--- config.mk ---
export PLATFORM = sky130hd
export DESIGN_NAME = uart_host_seq
export DESIGN_NICKNAME = d
export VERILOG_FILES = /design/src/rtl/uart_host_seq.sv
export SDC_FILE = /design/constraint.sdc
export NUM_CORES = 1
export LEC_CHECK = 0
export ABC_AREA = 1
export ABC_CLOCK_PERIOD_IN_PS = 2800
export CORE_UTILIZATION = 50
export DETAILED_ROUTE_END_ITERATION = 16
export GPL_TIMING_DRIVEN = 0
export MAX_ROUTING_LAYER = met4
export PLACE_DENSITY = 0.84
export SLEW_MARGIN = 40
export SYNTH_ARGS = -nofsm -noshare
export SYNTH_HDL_FRONTEND = slang
export SYNTH_SLANG_ARGS = --single-unit
--- constraint.sdc ---
create_clock -name clk -period 2.8 [get_ports clk]
set_input_delay 0.56 -clock clk [delete_from_list [all_inputs] [get_ports clk]]
set_output_delay 0.56 -clock clk [all_outputs]
set_load 0.05 [all_outputs]
--- src/rtl/uart_host_seq.sv ---
// uart_host_seq: sequences host transmit, configuration and receive traffic onto a
// simple register-mapped UART bus (addr 0 = TX/RX data, addr 1 = status).
//
// Ports:
//   clk, rst               clock and synchronous active-high reset
//   tx_valid/tx_data       host byte offered for transmit; tx_ready = holding register empty
//   cfg_valid/addr/data    host UART register write request; cfg_ready = sequencer idle
//   rx_valid/rx_data       one-cycle strobe and held received byte
//   uart_int               UART interrupt, active high
//   cs/nrw/addr/datin      UART bus: chip select, read(0)/write(1), address, write data
//   datout                 UART read data, valid the cycle after a read access
module uart_host_seq #(
  parameter int unsigned POLL_GAP = 4
) (
  input  logic       clk,
  input  logic       rst,
  input  logic       tx_valid,
  input  logic [7:0] tx_data,
  output logic       tx_ready,
  input  logic       cfg_valid,
  input  logic [2:0] cfg_addr,
  input  logic [7:0] cfg_data,
  output logic       cfg_ready,
  output logic       rx_valid,
  output logic [7:0] rx_data,
  input  logic       uart_int,
  output logic       cs,
  output logic       nrw,
  output logic [2:0] addr,
  output logic [7:0] datin,
  input  logic [7:0] datout
);

  localparam int unsigned GAP_W = 8;
  localparam logic [2:0] ADDR_DATA   = 3'd0;
  localparam logic [2:0] ADDR_STATUS = 3'd1;
  localparam logic [GAP_W-1:0] GAP_RELOAD = GAP_W'(POLL_GAP);

  typedef enum logic [2:0] {
    IDLE, CFG_WR, ST_RD, ST_WAIT, RX_RD, RX_WAIT, TX_WR
  } state_t;

  state_t           state;
  logic [GAP_W-1:0] gap;
  logic             tx_full;
  logic [7:0]       tx_hold;

  // Single sequencer process; bus outputs are registered together with the state
  // they belong to, so each access lasts exactly one cycle. The addr/datin
  // registers also hold the captured configuration request during CFG_WR.
  always_ff @(posedge clk) begin
    if (rst) begin
      state     <= IDLE;
      gap       <= '0;
      tx_full   <= 1'b0;
      tx_hold   <= 8'h00;
      tx_ready  <= 1'b1;
      cfg_ready <= 1'b1;
      rx_valid  <= 1'b0;
      rx_data   <= 8'h00;
      cs        <= 1'b0;
      nrw       <= 1'b0;
      addr      <= 3'd0;
      datin     <= 8'h00;
    end else begin
      cs        <= 1'b0;
      nrw       <= 1'b0;
      addr      <= 3'd0;
      datin     <= 8'h00;
      rx_valid  <= 1'b0;
      cfg_ready <= 1'b0;

      // Holding register accepts in any state while empty.
      if (tx_valid && !tx_full) begin
        tx_full  <= 1'b1;
        tx_hold  <= tx_data;
        tx_ready <= 1'b0;
      end

      case (state)
        IDLE: begin
          if (cfg_valid) begin
            state <= CFG_WR;
            cs    <= 1'b1;
            nrw   <= 1'b1;
            addr  <= cfg_addr;
            datin <= cfg_data;
          end else if (uart_int || (tx_full && gap == '0)) begin
            state <= ST_RD;
            cs    <= 1'b1;
            addr  <= ADDR_STATUS;
          end else begin
            cfg_ready <= 1'b1;
            if (gap != '0) gap <= GAP_W'(gap - 1'b1);
          end
        end

        CFG_WR: begin
          state     <= IDLE;
          cfg_ready <= 1'b1;
        end

        ST_RD: state <= ST_WAIT;

        // Status decode: RX service wins over TX; a TX write uses the register
        // content as of this cycle, not a byte accepted in the same cycle.
        ST_WAIT: begin
          if (datout[0]) begin
            state <= RX_RD;
            cs    <= 1'b1;
            addr  <= ADDR_DATA;
          end else if (datout[1] && tx_full) begin
            state <= TX_WR;
            cs    <= 1'b1;
            nrw   <= 1'b1;
            addr  <= ADDR_DATA;
            datin <= tx_hold;
          end else begin
            state     <= IDLE;
            gap       <= GAP_RELOAD;
            cfg_ready <= 1'b1;
          end
        end

        RX_RD: state <= RX_WAIT;

        RX_WAIT: begin
          state     <= IDLE;
          rx_data   <= datout;
          rx_valid  <= 1'b1;
          cfg_ready <= 1'b1;
        end

        TX_WR: begin
          state     <= IDLE;
          tx_full   <= 1'b0;
          tx_ready  <= 1'b1;
          cfg_ready <= 1'b1;
        end

        default: begin
          state     <= IDLE;
          cfg_ready <= 1'b1;
        end
      endcase
    end
  end

endmodule

* After elaboration in Yosys (flattened, before gate mapping)
Cells that the tools add are included.
Storage, ports and cells: register bits 44, bits of input ports 32, output and inout port bits 24, word-level logic and storage cells 69
Operators by class: add/subtract/negate cells 1, eq/ne operators 11, mux-type cells 31, bitwise operators 1, reduce and logical (&&, ||, !) cells 13
Operator list (count):
- $mux W8 | 8
- $pmux W8 S2 | 2
- $mux W3 | 5
- $mux W1 | 12
- $pmux W3 S4 | 1
- $ne A2 B2 Y1 const B | 5
- $eq A3 B3 Y1 const B | 3
- $logic_not A8 Y1 | 1
- $reduce_bool A8 Y1 | 1
- $sub A8 B1 Y8 const B | 1
- $eq A3 B2 Y1 const B | 2
- $reduce_and A6 Y1 | 1
- $reduce_or A2 Y1 | 3
- $pmux W1 S2 | 2
- $logic_and A1 B1 Y1 | 3
- $logic_not A3 Y1 | 1
- $ne A3 B3 Y1 const B | 1
- $pmux W1 S3 | 1
- $reduce_bool A2 Y1 | 1
- $logic_not A1 Y1 | 1
- $logic_or A1 B1 Y1 | 1
- $not A1 Y1 | 1

* Longest topological paths before layout
depth in word-level cells 6, mapped depth 10, depth with buffers taken out 10

* Least setup slack after synthesis
OpenSTA, ideal clock, no wires.
path kind reg-to-reg, start reg gap[0], end reg gap[7], library setup time 0.114 ns, data arrival time 1.377 ns, required time 2.686 ns, path slack 1.308 ns, cell stages (with the launch flop) 10, path buffers 0, clock period less this slack 1.492 ns, path through dfxtp_1 inv_1 ha_1 inv_1 nor3_1 nand2_1 nand2_2 nand2_4 a21oi_1 nor2_2
On the way: longest elaborated chain between the ends 5, elaborated cells between the ends (all ways) 12, classes of those cells add/sub (1); eq/ne (2); mux (4); reduce/logical (5)
RTL lines:
- start: declaration | line 44 | logic [GAP_W-1:0] gap;
- start signal: assignment | line 94 | if (gap != '0) gap <= GAP_W'(gap - 1'b1);
- $sub A8 B1 Y8 / $logic_not A8 Y1 (equally long branches) | line 94, 88
- $mux W8 / $logic_and A1 B1 Y1 (equally long branches) | line 94, 88
- $mux W8 / $logic_or A1 B1 Y1 (equally long branches) | line 88 | end else if (uart_int || (tx_full && gap == '0)) begin
- $mux W8 / $ne A2 B2 Y1 (equally long branches)
- $pmux W8 S2 / $reduce_and A6 Y1 (equally long branches)
Parallel ways exist; a longest one is shown, timed or not. The select of a mux whose other input is x is not followed. A chain may end at the register's enable or synchronous reset.

* Final worst setup path
start reg rx_data[5], end out rx_data[5]
RTL lines:
- start: declaration | line 25 | output logic [7:0] rx_data,
- start signal: assignment | line 129 | rx_data <= datout;
No word-level cell between the ends.

==> run_results.csv <==
group,metric,value,unit
worst_setup_path,critical_path_end_type,"output port",
logic_synthesis,async_set_or_reset_register_ratio_after_synthesis,0,
timing,final.setup.tns,0,ns
worst_hold_path,hp-class,"reg2reg",
layout,drive_above_1_share,0.0960,
route,dr_total_vias,1759,
floorplan,start_util,0.539,
logic_synthesis,yosysWarningCount,0,
timing,timing.fmax,0.503,GHz
logic_synthesis,synth.ff_latch_count,44,
worst_setup_path,worstPathArrival,1.43,ns
worst_setup_path,path_buf_inv,1,
floorplan,die_height,62.9,microns
pwr,ir_drop,649,uV
route,drt-pass1-iter-count,4,
timing,post-route-min-period,1.99,ns
global_routing,grt_max_degree,14,
timing,worstMarginPinSlew,0.582,ns
route,drt-total-wl,4200,microns
global_routing,grt_pass1_wl,6980,microns
route,post-route-drc-count,0,
worst_setup_path,crit_slowest_cell,"clkdlybuf4s50_1",
timing,final-hold-violation-count,0,
layout,non_filler_instances,348,
logic_synthesis,synth.lib_cells_used.distinct,28,
route,route.antenna.remaining_nets,0,
status,status,"completed",
logic_synthesis,post_synth_inst_count,241,
worst_setup_path,setup.worst_path.class,"reg2out",
pwr,power_per_cell_area,752,nW/um^2
timing,min_period_over_period,0.710,
placement,detailedPlace.worstSlack,0.627,ns
worst_setup_path,cp_slowest_stage_delay,0.80,ns
logic_synthesis,synth_enable_flop_cells,0,
floorplan,design.core.area,3440,sq um
layout,final_nets,335,
cts,htree_levels,2,
floorplan,placement_rows,21,
logic_synthesis,post_synth.cell_area_avg,7.70,sq um
route,detail_route.iter0.violations,130,
floorplan,io_pins,56,
route,wire_per_inst,12.1,microns
cts,cts.root.buffer_cell,"clkbuf_8",
layout,diodes,0,
cts,worst_setup_hold_path_clk_slew,0.08,ns
worst_setup_path,setup.worst_path.start_class,"register",
timing,relSlewSlack,0.612,
cts,postCtsHoldBufs,0,
cts,ctsResizeCount,0,
floorplan,die_area,3960,sq um
logic_synthesis,syn-cell-area,1860,sq um
placement,dpl.hpwl,3150,microns
flow_run,maxCapViolations,0,
timing,final_max_slew_viol_count,0,
global_routing,grt_remaining_overflow,0,
cts,post_cts.repair.setup_buffers,0,
placement,port-buffer-count,54,
layout,layout-area-overhead-vs-synth,36.6,%
cts,numClockSinks,44,
global_routing,track_usage,0.230,
global_routing,number_of_global_route_vias_before_repair,1541,
logic_synthesis,yosys_most_used_dff,"dfxtp_1",
timing,setup_viol,0,
logic_synthesis,syn-num-nets,274,
timing,final.setup_skew,0.00387,ns
route,average_vias_per_placed_instance,5.05,
worst_setup_path,critPathMaxFanout,2,
worst_setup_path,path_delay_family,"buffers and inverters",
global_routing,grt_antenna_before_repair,0,
placement,dp_cells,341,
worst_setup_path,path_cells,"clkdlybuf4s50_1",
cts,clock_tree_from_tritoncts,"built",
pwr,p_leak,1.06,nW
cts,cts-buffers-inserted,5,
cts,clk_latency,0.29,ns
floorplan,die_x,62.9,microns
timing,rsz_0062_raised_after_global_routing,"no",
timing,post-route-worst-setup-slack,0.811,ns
cts,maximum_buffer_depth_of_the_clock_tree,2,
worst_setup_path,worstPathRequired,2.24,ns
logic_synthesis,seq_total_area_yosys,0.475,
placement,globalplace.congestion,0.865,
[power by group]
part	leakage (nW)	internal [W]	switching, W	total [W]
Combinational	0.656	0.000294	0.000473	0.000767
Sequential	0.360	0.000705	0.0000671	0.000772
Clock	0.0400	0.000169	0.000199	0.000368
Total	1.06	0.00117	0.000739	0.00191
[through the flow]
stage	total power (W)	util	hold WS, ns	cell area (sq um)
after floorplan	0.00136	-	0.460	1860
after global placement	0.00153	0.713	0.447	2450
after detailed placement	0.00155	0.713	0.447	2450
after CTS	0.00192	0.736	0.467	2530
after global routing	0.00205	0.736	0.482	2530
final	0.00191	0.736	0.460	2530
[registers in the layout (all words and copies together), names as in the netlist]
| signal | cells |
|---|---|
| gap | 8 |
| cs | 1 |
| rx_data | 8 |
| addr | 3 |
| state | 3 |
| tx_ready | 1 |
| datin | 8 |
| cfg_ready | 1 |
| rx_valid | 1 |
| nrw | 1 |
| tx_full | 1 |
| tx_hold | 8 |
[placed cells by master, fill, tap and decap left out, drive strengths merged]
master         count
clkdlybuf4s50     54
nor2              51
nand2             46
dfxtp             44
nand3             26
inv               20
a21oi             18
o21ai             11
clkbuf             9
a22oi              8
nor3               5
clkinv             3
buf                1
nand4              1
xor2               1
o211ai             1
a21o               1
ha                 1
clkinvlp           1
[worst register-to-register path, delay by kind of cell, from the launching register on]
kind,cells,cell delay (ns)
buf+inv,2,0.21
fa+ha+maj,1,0.26
simple gates,5,0.63
compound gates,1,0.19
flops,1,0.33
[layer usage]
layer | track usage | up-vias | part of all wire
li1 | - | 909 | -
met1 | 0.290 | 800 | 0.45
met2 | 0.355 | 45 | 0.48
met3 | 0.0547 | 5 | 0.054
met4 | 0.0843 | 0 | 0.011
met5 | - | - | 0
[kinds of logic after synthesis]
group                      synth area share
and+or+nand+nor                       0.328
AOI/OAI and AO/OA                     0.127
xor gates and xnor gates            0.00472
DFF                                   0.475
adders and majority gates           0.00674
buffers and inverters                0.0587
[layout make-up]
class | count | area, sq um
Tap cell | 46 | 57.6
Multi-Input combinational cell | 170 | 866
Fill cell | 287 | 907
Sequential cell | 44 | 881
Clock buffer | 5 | 68.8
Buffer | 5 | 21.3
Clock inverter | 2 | 12.5
Inverter | 22 | 87.6
Timing Repair Buffer | 54 | 541
[path summary, 6_finish.rpt]
kind | start | end | slack [ns] | depth (start not counted)
min reg2reg | tx_ready$_SDFFE_PP1P_ | tx_ready$_SDFFE_PP1P_ | 0.46 | 1
max reg2reg | gap[0]$_SDFFE_PP0P_ | gap[7]$_SDFFE_PP0P_ | 1.09 | 9
min | tx_ready$_SDFFE_PP1P_ | tx_ready$_SDFFE_PP1P_ | 0.46 | 1
max | rx_data[5]$_SDFFE_PP0P_ | rx_data[5] | 0.81 | 1
[Yosys cell counts, types with 2 or more instances]
cell,number,area [sq um]
inv_1,19,71.3
dfxtp_1,44,881
a21oi_1,14,70.1
nor2_2,2,12.5
nand2_2,5,31.3
nand3_4,2,35.0
nand2_1,40,150
a22oi_1,8,60.1
nor2_1,46,173
nor2_4,3,33.8
clkbuf_1,3,11.3
nand3_1,24,120
a21oi_2,4,35.0
nor3_1,4,20.0
o21ai_0,10,50.1
No activity file was read; power rests on OpenSTA's default activity.
